<file path="config.mk">
export PLATFORM = sky130hd
export DESIGN_NAME = prime_scan_flat
export DESIGN_NICKNAME = d
export VERILOG_FILES = /design/src/rtl/prime_scan_if.sv /design/src/rtl/prime_scan.sv /design/src/flat_wrapper.sv
export SDC_FILE = /design/constraint.sdc
export NUM_CORES = 1
export LEC_CHECK = 0
export ABC_AREA = 1
export BUFFER_PORTS_ARGS = -buffer_cell sky130_fd_sc_hd__clkbuf_2
export CAP_MARGIN = 5
export CORE_MARGIN = 4
export CORE_UTILIZATION = 38
export DETAILED_ROUTE_END_ITERATION = 16
export PLACE_DENSITY_LB_ADDON = 0.25
export SETUP_SLACK_MARGIN = 0.02
export SYNTH_ARGS = -nofsm -noshare
export SYNTH_HDL_FRONTEND = slang
export SYNTH_SLANG_ARGS = --single-unit
export TNS_END_PERCENT = 30
</file>
<file path="constraint.sdc">
create_clock -name clk -period 1.7 [get_ports clk]
set_input_delay 0.085 -clock clk [delete_from_list [all_inputs] [get_ports clk]]
set_output_delay 0.085 -clock clk [all_outputs]
set_load 0.02 [all_outputs]
</file>
<file path="src/rtl/prime_scan_if.sv">
// Bus bundle for prime_scan: scan control, checker handshake and prime FIFO read side.
interface prime_scan_if #(
  parameter int WIDTH = 4
);
  logic             start;
  logic [WIDTH-1:0] num;
  logic             res;
  logic [WIDTH-1:0] prime_out;
  logic             prime_valid;
  logic             prime_ready;
  logic [WIDTH:0]   prime_count;
  logic             busy;
  logic             done;

  // Environment side: issues start, answers the checker, consumes primes.
  modport master (
    output start, res, prime_ready,
    input  num, prime_out, prime_valid, prime_count, busy, done
  );

  // Scanner side.
  modport slave (
    input  start, res, prime_ready,
    output num, prime_out, prime_valid, prime_count, busy, done
  );
endinterface

</file>
<file path="src/rtl/prime_scan.sv">
// Prime scanner: walks cnt over 0..2^WIDTH-1, asks an external combinational
// checker about each value and queues the primes in a small FIFO. The scan
// stalls on a prime while the FIFO is full.
module prime_scan #(
  parameter int WIDTH = 4,
  parameter int DEPTH = 4
) (
  input  logic         clk,
  input  logic         rst,
  prime_scan_if.slave  bus
);
  localparam int AW = $clog2(DEPTH);

  typedef enum logic [1:0] {IDLE, SCAN, DONE} state_t;

  state_t           state;
  logic [WIDTH-1:0] cnt;
  logic [WIDTH:0]   pc;
  logic             busy_q;
  logic             done_q;

  logic [WIDTH-1:0] mem [DEPTH];
  logic [AW-1:0]    wr_ptr;
  logic [AW-1:0]    rd_ptr;
  logic [AW:0]      occ;

  logic full;
  logic empty;
  logic push;
  logic pop;
  logic last;

  // Full is taken from the current occupancy, so a pop in the same cycle
  // does not let a stalled prime in until the following cycle.
  assign full  = (occ == (AW+1)'(DEPTH));
  assign empty = (occ == '0);
  assign push  = (state == SCAN) && bus.res && !full;
  assign pop   = !empty && bus.prime_ready;
  assign last  = (cnt == '1);

  // Scan FSM with registered status outputs and the candidate counter.
  // NOTE: sequential state uses non-blocking assignments so every register
  // samples the pre-edge values, independent of statement order.
  always_ff @(posedge clk) begin
    if (rst) begin
      state  <= IDLE;
      cnt    <= '0;
      pc     <= '0;
      busy_q <= 1'b0;
      done_q <= 1'b0;
    end else begin
      case (state)
        IDLE, DONE: begin
          if (bus.start) begin
            state  <= SCAN;
            cnt    <= '0;
            pc     <= '0;
            busy_q <= 1'b1;
            done_q <= 1'b0;
          end
        end
        SCAN: begin
          // A prime that cannot be queued holds cnt until a slot frees.
          if (!(bus.res && full)) begin
            if (last) begin
              state  <= DONE;
              busy_q <= 1'b0;
              done_q <= 1'b1;
            end else begin
              cnt <= cnt + 1'b1;
            end
          end
          if (push && (pc != '1)) pc <= pc + 1'b1;
        end
        default: begin
          state  <= IDLE;
          busy_q <= 1'b0;
          done_q <= 1'b0;
        end
      endcase
    end
  end

  // FIFO pointers and occupancy; pointers wrap naturally at DEPTH.
  always_ff @(posedge clk) begin
    if (rst) begin
      wr_ptr <= '0;
      rd_ptr <= '0;
      occ    <= '0;
    end else begin
      if (push) wr_ptr <= wr_ptr + 1'b1;
      if (pop)  rd_ptr <= rd_ptr + 1'b1;
      case ({push, pop})
        2'b10:   occ <= occ + 1'b1;
        2'b01:   occ <= occ - 1'b1;
        default: occ <= occ;
      endcase
    end
  end

  // FIFO storage write port.
  // NOTE: the storage array is deliberately not reset; emptiness is tracked
  // by occ, and prime_out is masked while empty so stale data never shows.
  always_ff @(posedge clk) begin
    if (push) mem[wr_ptr] <= cnt;
  end

  assign bus.num         = cnt;
  assign bus.prime_out   = empty ? '0 : mem[rd_ptr];
  assign bus.prime_valid = !empty;
  assign bus.prime_count = pc;
  assign bus.busy        = busy_q;
  assign bus.done        = done_q;
endmodule

</file>
<file path="src/flat_wrapper.sv">
// flat-port wrapper written by rule: the top's interface ports become plain ports
module prime_scan_flat 
#(
  parameter int WIDTH = 4,
  parameter int DEPTH = 4
)
  (clk, rst, bus_start, bus_res, bus_prime_ready, bus_num, bus_prime_out, bus_prime_valid, bus_prime_count, bus_busy, bus_done);
  prime_scan_if #(.WIDTH(WIDTH)) bus_i ();
  input  logic clk;
  input  logic rst;
  input wire logic [$bits(bus_i.start)-1:0] bus_start;
  input wire logic [$bits(bus_i.res)-1:0] bus_res;
  input wire logic [$bits(bus_i.prime_ready)-1:0] bus_prime_ready;
  output wire logic [$bits(bus_i.num)-1:0] bus_num;
  output wire logic [$bits(bus_i.prime_out)-1:0] bus_prime_out;
  output wire logic [$bits(bus_i.prime_valid)-1:0] bus_prime_valid;
  output wire logic [$bits(bus_i.prime_count)-1:0] bus_prime_count;
  output wire logic [$bits(bus_i.busy)-1:0] bus_busy;
  output wire logic [$bits(bus_i.done)-1:0] bus_done;
  assign bus_i.start = bus_start;
  assign bus_i.res = bus_res;
  assign bus_i.prime_ready = bus_prime_ready;
  assign bus_num = bus_i.num;
  assign bus_prime_out = bus_i.prime_out;
  assign bus_prime_valid = bus_i.prime_valid;
  assign bus_prime_count = bus_i.prime_count;
  assign bus_busy = bus_i.busy;
  assign bus_done = bus_i.done;
  prime_scan #(.WIDTH(WIDTH), .DEPTH(DEPTH)) u_core (.clk(clk), .rst(rst), .bus(bus_i));
endmodule
</file>
### Yosys cells after proc, flatten, opt, wreduce, memory -nomap -nowiden

Memory sizes are Yosys's and may differ from the RTL's. A register that Yosys moved wholly into a read port is not among the register bits.
Index checks and enable logic that the tools add are counted.

* add/subtract/negate cells: 6
* eq/ne operators: 12
* mux-type cells: 25
* reduce and logical (&&, ||, !) cells: 15

Operators with widths (count)
* two-way mux 4 bit: 4
* two-way mux 2 bit: 5
* two-way mux 5 bit: 2
* one-hot mux 5 bit (2 select lines): 1
* two-way mux 1 bit: 8
* inequality test 2 bit, second input constant: 4
* one-hot mux 4 bit (2 select lines): 1
* one-hot mux 3 bit (2 select lines): 1
* AND reduction 3 bit: 2
* adder 5 x 1 -> 5 bit, second input constant: 1
* logical AND 1 bit: 5
* inequality test 5 bit, second input constant: 1
* adder 2 x 1 -> 2 bit, second input constant: 2
* adder 4 x 1 -> 4 bit, second input constant: 1
* equality test 2 x 1 -> 1 bit, second input constant: 2
* equality test 2 bit, second input constant: 2
* equality test 4 bit, second input constant: 1
* one-hot mux 1 bit (2 select lines): 2
* one-hot mux 2 bit (2 select lines): 1
* AND reduction 4 bit: 1
* nonzero test 2 bit: 2
* adder 3 x 1 -> 3 bit, second input constant: 1
* equality test 3 bit, second input constant: 1
* zero test 3 bit: 1
* 5 further kinds: 6

* register bits after elaboration: 20
* memory bits (writable): 16
* input bits: 5
* word-level logic and storage cells: 67
* memories: 1

Memory list
* u_core.mem: depth 4, width 4, rd ports 1, clocked after Yosys merged registers in 1, write ports 1, line prime_scan.sv:22 `logic [WIDTH-1:0] mem [DEPTH];`

### Longest topological paths before layout

Gate-level depths: netlist of run 1.

* depth after elaboration: 6
* mapped depth: 11
* mapped depth without buffers: 11

### Least setup slack after synthesis of run 1

No wires, ideal clock.

* kind: reg2reg
* start: register u_core.state[0]
* end: register u_core.occ[2]
* arrival time: 1727 ps
* data required time: 1578 ps
* slack: -149 ps
* cell stages (with the launch flop): 12
* path buffers: 1
* clock period less this slack: 1849 ps
* path through: dfxtp_1 buf_6 nand2_8 nor2_4 nand2_2 ha_1 inv_1 fa_1 a21oi_1 o21ai_0 o21ai_0 a21oi_1

* cells in the longest elaborated chain, start to end: 5
* elaborated cells on any way between the ends: 7
* classes of those cells: eq/ne (3); mux (1); reduce/logical (3)

RTL lines
* start, declared: line prime_scan.sv:16 `state_t state;`
* start signal, assigned: line prime_scan.sv:46 `state <= IDLE;`
* start signal, assigned: line prime_scan.sv:55 `state <= SCAN;`
* start signal, assigned: line prime_scan.sv:66 `state <= DONE;`
* equality test 2 x 1 -> 1 bit *: line prime_scan.sv:37 `assign push = (state == SCAN) && bus.res && !full;`
* logical AND 1 bit * (2 in a row): line prime_scan.sv:37
* equality test 2 x 1 -> 1 bit or equality test 2 bit (tied branches): line prime_scan.sv:93 `case ({push, pop})`
* one-hot mux 3 bit (2 select lines) or nonzero test 2 bit (tied branches)
* end signal, assigned: line prime_scan.sv:94 `2'b10: occ <= occ + 1'b1;`
* end signal, assigned: line prime_scan.sv:95 `2'b01: occ <= occ - 1'b1;`
* end, declared: line prime_scan.sv:25 `logic [AW:0] occ;`

Every way passes the cells marked *; elsewhere a longest branch is shown, timed or not.
A chain may end at the register's enable or synchronous reset.

### Worst setup path after layout of run 1

* start: register u_core.occ[1]
* end: register u_core.occ[2]

* cells in the longest elaborated chain, start to end: 5
* elaborated cells on any way between the ends: 12
* classes of those cells: add/sub (2); eq/ne (3); mux (1); reduce/logical (6)

RTL lines (line)
* equality test 3 bit or zero test 3 bit (tied branches): prime_scan.sv:35, prime_scan.sv:36
* zero test 1 bit, on equally long branches: prime_scan.sv:37, prime_scan.sv:38
* logical AND 1 bit, on equally long branches: prime_scan.sv:37, prime_scan.sv:38
* equality test 2 x 1 -> 1 bit or equality test 2 bit (tied branches): prime_scan.sv:93
* one-hot mux 3 bit (2 select lines) or nonzero test 2 bit (tied branches)

Parallel ways exist; a longest one is shown, timed or not.

==> metrics.yaml, run 1 <==
post-route-min-period_ns: 1.62
ir_drop_uv: 427
fillers: 479
synthArstFlopShare_pct: 0
ioPinCount: 21
vias: 1397
worstPathRequired_ns: 1.89
fp.dieH_um: 78.5
syn_to_final_growth_pct: 22.3
cts_sinks: 38
antenna_cells: 0
post_drt_via_cell_ratio: 4.51
place.gp.congestion: 0.724
hold_class: "input pin to flip-flop"
yosys_register_bits: 38
slew_violations: 0
final_util_pct: 48.6
stdcell_count: 310
synth_ff_type: "dfxtp_1"
ys_warn_count: 0
endpoint_kind: "flip-flop"
synth_top_area_cell: "edfxtp_1"
ys_types: 29
final_cell_area_mm2: 0.00231
fin_nets: 256
drv_cap: 0
numCtsBuffers: 5
setup_viol: 0
synth.avg_cell_area_um2: 9.08
core_area_mm2: 0.00475
grt_pass1_vias: 1333
max_slew.worst_pin.slew_ns: 0.382
max-slew-margin-rel_pct: 74.5
grt_first_pass_wirelength_um: 6150
finClkSkew_ns: 0.0103
clock_latency_ns: 0.30
syn_area_mm2: 0.00189
io_buffers: 20
timing.fmax_mhz: 619
cts.path.max_buffers: 2
worstSetupStartpointType: "flip-flop"
die_w_um: 78.5
cts_tree: "done"
post_drt_wl_per_cell_um: 10.9
placed_cell_area_mm2: 0.00215
synth_cells: 208
synth_top_area_share_pct: 25.4
pwr_density_cell_mw_per_mm2: 1130
clkSlewWorstSetupHoldPaths_ns: 0.08
dieArea_mm2: 0.00616
dp_cells: 301
cp.arrival_ns: 1.81
htree_levels: 2
crit_fanout: 3
start_util_pct: 39.7
grtUsageTotal_pct: 12.6
synth-seq-area-share_pct: 48.8
synth_nets: 222
post-route-period-util_pct: 95.1
grt_max_degree: 13
cts-root-buf: "clkbuf_8"
core.rowCount: 25
drtPass1Iterations: 4
synth_area_leaders: "edfxtp_1, dfxtp_1, nor2_1"
holdWs_ns: 0.0980
drtAntennaViolNets: 0
power_leakage_nw: 0.912
synth_edf_count: 16
hold_viol_final: 0
grt_antenna_before_repair: 0
layout-drive-gt1-share_pct: 30.5
overflow: 0
wl_um: 3380
rsz0062_at_grt: "true"
worstSetupPathType: "flip-flop to flip-flop"
status: "finished, final reports clean"
post-route-drc-count: 0
drt_iter0_drc: 20
dp_hpwl_um: 2540
==> flip-flops by register name, indices dropped and copies added, names as in the netlist, named ones only <==
register / count
u_core.bus.busy: 1
u_core.bus.done: 1
u_core.bus.num: 4
u_core.bus.prime_count: 5
u_core.mem: 16
u_core.occ: 3
u_core.rd_ptr: 2
u_core.state: 2
u_core.wr_ptr: 2
==> placed cells by master, fill, tap and decap left out, types with 4 or more instances in the layout <==
cell      instances
o21ai_0          14
inv_2             4
nand3_1          10
nor2_4            4
clkbuf_8          5
clkbuf_2         20
nor2_1           40
a21oi_1          20
inv_1            19
nand2_4           5
nand2_1          20
dfxtp_2           5
ha_1              7
edfxtp_1         16
dfxtp_1          16
buf_4            11
==> worst paths after layout <==
check	start	to	slack, ns	depth (start not counted)
min reg2reg	u_core.bus.busy$_SDFFE_PP0P_	u_core.bus.busy$_SDFFE_PP0P_	0.46	2
max	u_core.occ[1]$_SDFFE_PP0P_	u_core.occ[2]$_SDFFE_PP0P_	0.08	10
min	rst	u_core.bus.prime_count[2]$_SDFFE_PP0P_	0.1	2
max reg2reg	u_core.occ[1]$_SDFFE_PP0P_	u_core.occ[2]$_SDFFE_PP0P_	0.08	10
==> through the flow <==
stage,setup TNS [ns],total power [mW],setup WS (ns)
floorplan,0,1.53,0.0312
global placement,0,1.71,0.0658
detailed placement,0,1.71,0.0347
CTS,0,2.62,0.0432
global route,-0.0484,2.77,-0.0271
finish,0,2.60,0.0834
==> critical path, cell delays in order, from the launching register on <==
cell and delay, ns:
dfxtp_2 0.35, inv_2 0.09, nand3_4 0.08, nand2_4 0.07, ha_4 0.13, inv_4 0.04
fa_2 0.37, a21oi_2 0.15, o21ai_2 0.07, o21ai_1 0.13, a21oi_1 0.05
==> synth_stat cells (2+ instances only) <==
cell	count
edfxtp_1	16
nand3_4	2
nor2_1	40
nand3_2	2
nand2_2	2
nand3_1	10
nand2_4	4
buf_2	3
a21oi_1	21
a21oi_2	2
nand2_1	20
inv_2	5
ha_1	8
inv_1	20
o21ai_0	16
nor2_4	3
dfxtp_1	22
==> metal layers <==
metal | track usage, % | vias to the layer above | routed length, µm
met2 | 20.1 | 23 | 1590
met4 | 4.72 | 0 | 55
met3 | 3.44 | 7 | 136
met5 | 0 | - | 0
li1 | - | 748 | -
met1 | 16.3 | 619 | 1600
==> logic make-up after synthesis <==
family / synth area share (%)
simple gates: 26.7
compound gates: 11.0
flops: 48.8
buf+inv: 6.69
fa+ha+maj: 6.36
xor+xnor: 0.464
==> final cells by class <==
cell class / instances / area (µm²) / area share, %
flip-flops and latches: 38 / 931 / 40.3
inverters: 26 / 105 / 4.55
well taps: 67 / 83.8 / 3.63
repair buffers: 31 / 183 / 7.91
clock inverters: 3 / 63.8 / 2.76
clock buffers: 5 / 68.8 / 2.98
multi-input cells: 140 / 873 / 37.8
==> where the power goes <==
part | internal (mW) | switching [mW]
registers | 1.02 | 0.0616
logic | 0.244 | 0.381
clock network | 0.581 | 0.315
total | 1.84 | 0.758
==> repair_timing <==
action                     in CTS  in global routing
resized for setup               1                 10
buffers inserted                0                  1
pin swaps                       0                  4
hold buffers                    0                  0
cloned                          0                  0
setup endpoints to repair       1                  4
No activity file was read; power rests on OpenSTA's default activity.
==> run 2: changes to the inputs <==
--- a/config.mk
+++ b/config.mk
@@ -11,7 +11,7 @@
 export CORE_MARGIN = 4
 export CORE_UTILIZATION = 38
 export DETAILED_ROUTE_END_ITERATION = 16
-export PLACE_DENSITY_LB_ADDON = 0.25
+export PLACE_DENSITY = 0.65
 export SETUP_SLACK_MARGIN = 0.02
 export SYNTH_ARGS = -nofsm -noshare
 export SYNTH_HDL_FRONTEND = slang
==> run 2 against run 1 <==
  * Clock power up 3.8%
  * Combinational power up 5.0%
  * Cell count up 0.97%
  * Non-clock buffer count up 3
  * Register-to-register slack worse by 0.02 ns
  * Critical endpoint unchanged
  * Largest power group unchanged
  * Highest routed layer unchanged
==> metrics.yaml, run 2 (synthesis results as in run 1) <==
grtUsageTotal_pct: 12.6  # -0.030 points
worstSetupStartpointType: "flip-flop"
cts-root-buf: "clkbuf_8"
cts_sinks: 38  # unchanged
drt_iter0_drc: 89  # +350%
grt_first_pass_wirelength_um: 6100  # -0.78%
final_common_cell: "nor2_1"
power.total_mw: 2.67  # +2.5%
wl_met1_um: 1660  # +3.7%
slowest_delay_ns: 0.37  # about the same
post-route-min-period_ns: 1.64  # +0.0234 ns
largest_reg_flops: 16  # unchanged
worstSetupPathType: "flip-flop to flip-flop"
final_util_pct: 49.2  # +0.63 points
clkSlewWorstSetupHoldPaths_ns: 0.08  # about the same
stdcell_count: 313  # +0.97%
grt_antenna_before_repair: 0  # unchanged
wl_um: 3450  # +2.2%
holdWs_ns: 0.0944  # -0.00361 ns
met2_length_um: 1630  # +2.4%
clock_latency_ns: 0.30  # about the same
largest-register: "u_core.mem"
start_util_pct: 39.7  # unchanged
dp_cells: 300  # -0.33%
place.gp.congestion: 0.736  # +1.6%
endpoint_kind: "flip-flop"
worstPathRequired_ns: 1.88  # about the same
finClkSkew_ns: 0.00809  # -0.00221 ns
power_leakage_nw: 0.926  # +1.6%
max_slew.worst_pin.slew_ns: 0.379  # -0.00263 ns
ir_drop_uv: 521  # +22%
syn_to_final_growth_pct: 23.9
cp_cell_sequence: "inv_2 > nand3_4 > nand2_4 > ha_4 > inv_4 > fa_2 > a21oi_2 > o21ai_2 > o21ai_1 > a21oi_1"
antenna_cells: 0  # unchanged
grt_max_degree: 14  # +1
rsz0062_at_grt: "true"
drtAntennaViolNets: 0  # unchanged
final_cell_area_mm2: 0.00234  # +1.3%
drtPass1Iterations: 4  # unchanged
postCtsHoldBufs: 0  # unchanged
fillers: 461  # -3.8%
overflow: 0  # unchanged
slowest_stage: "fa_2"
place_ws_ns: 0.0102  # -0.0245 ns
final_cell_mix: "nor2_1, a21oi_1, nand2_1, clkbuf_2, inv_1"
max-slew-margin-rel_pct: 74.7  # +0.23 points
cp.arrival_ns: 1.82  # about the same
fp.dieH_um: 78.5  # unchanged
slew_violations: 0  # unchanged
crit_fanout: 3  # unchanged
fin_ws_ns: 0.0601  # -0.0234 ns
numCtsBuffers: 5  # unchanged
htree_levels: 2  # unchanged
hold_class: "input pin to flip-flop"
post_drt_wl_per_cell_um: 11.0  # +1.2%
wl_met3_um: 110  # -19%
multi_input_area_um2: 876  # +0.29%
fin_nets: 259  # +1.2%
ioPinCount: 21  # unchanged
timing.fmax_mhz: 610  # -1.4%
vias: 1427  # +2.1%
status: "finished, final reports clean"
top_layer_used: "met4"
setup_tns_ns: 0  # unchanged
pwr_density_cell_mw_per_mm2: 1140  # +1.2%
seq_area_um2: 931  # unchanged
hold_viol_final: 0  # unchanged
die_w_um: 78.5  # unchanged
cts.path.max_buffers: 2  # unchanged
dieArea_mm2: 0.00616  # unchanged
layout-drive-gt1-share_pct: 32.1  # +1.7 points
setup_viol: 0  # unchanged
placed_cell_area_mm2: 0.00214  # -0.35%
drv_cap: 0  # unchanged
post-route-period-util_pct: 96.5  # +1.4 points
core_area_mm2: 0.00475  # unchanged
post-route-drc-count: 0  # unchanged
cts_tree: "done"
post_drt_via_cell_ratio: 4.56  # +1.2%
io_buffers: 20  # unchanged
core.rowCount: 25  # unchanged
grt_pass1_vias: 1351  # +1.4%
dp_hpwl_um: 2530  # -0.55%
-- run 2: cell types whose count changed in the layout (fill, tap and decap cells not counted) --
cell	delta
buf_4	+3
clkinv_1	-1
clkinv_4	+1
nor2_1	-1
nor2_2	+1
-- run 2: layer usage --
layer,vias to the layer above,global-route usage (%)
met1,650,15.5
li1,751,-
met3,5,3.44
met5,-,0
met4,0,4.72
met2,21,21.0
-- run 2: path summary, 6_finish.rpt --
check | from | endpoint | slack, ns | cells after the start
worst max register to register | u_core.occ[0]$_SDFFE_PP0P_ | u_core.occ[2]$_SDFFE_PP0P_ | 0.06 | 10
worst min-delay path | rst | u_core.bus.num[2]$_SDFFE_PP0P_ | 0.09 | 2
worst min register to register | u_core.bus.done$_SDFFE_PP0P_ | u_core.bus.done$_SDFFE_PP0P_ | 0.46 | 2
worst max-delay path | u_core.occ[0]$_SDFFE_PP0P_ | u_core.occ[2]$_SDFFE_PP0P_ | 0.06 | 10
-- run 2: what timing repair did --
| action | 4_1_cts | 5_1_grt |
|---|---|---|
| pin swaps | 0 | 8 |
| buffers inserted | 0 | 5 |
| resized for setup | 1 | 11 |
| setup endpoints to repair | 2 | 4 |
-- run 2: power by group --
group / leakage [nW] / internal (mW) / switching (mW)
clock network: 0.0683 / 0.588 / 0.342
logic: 0.542 / 0.263 / 0.393
registers: 0.316 / 1.02 / 0.0611
total: 0.926 / 1.87 / 0.796
-- run 2: area by class of cell --
cell class / instances / area share, %
Multi-Input combinational cell: 140 / 37.5
Sequential cell: 38 / 39.8
Clock buffer: 5 / 2.94
Inverter: 26 / 4.49
Tap cell: 67 / 3.58
Clock inverter: 3 / 2.94
Timing Repair Buffer: 34 / 8.77
-- run 2: critical path, delay by kind of cell (launching register included) --
family                   cells  cell delay, ns
AND/OR/NAND/NOR              2            0.18
adder cells (fa/ha/maj)      2            0.51
flip-flops                   1            0.34
AO/OA/AOI/OAI                4            0.39
buffers and inverters        2            0.11
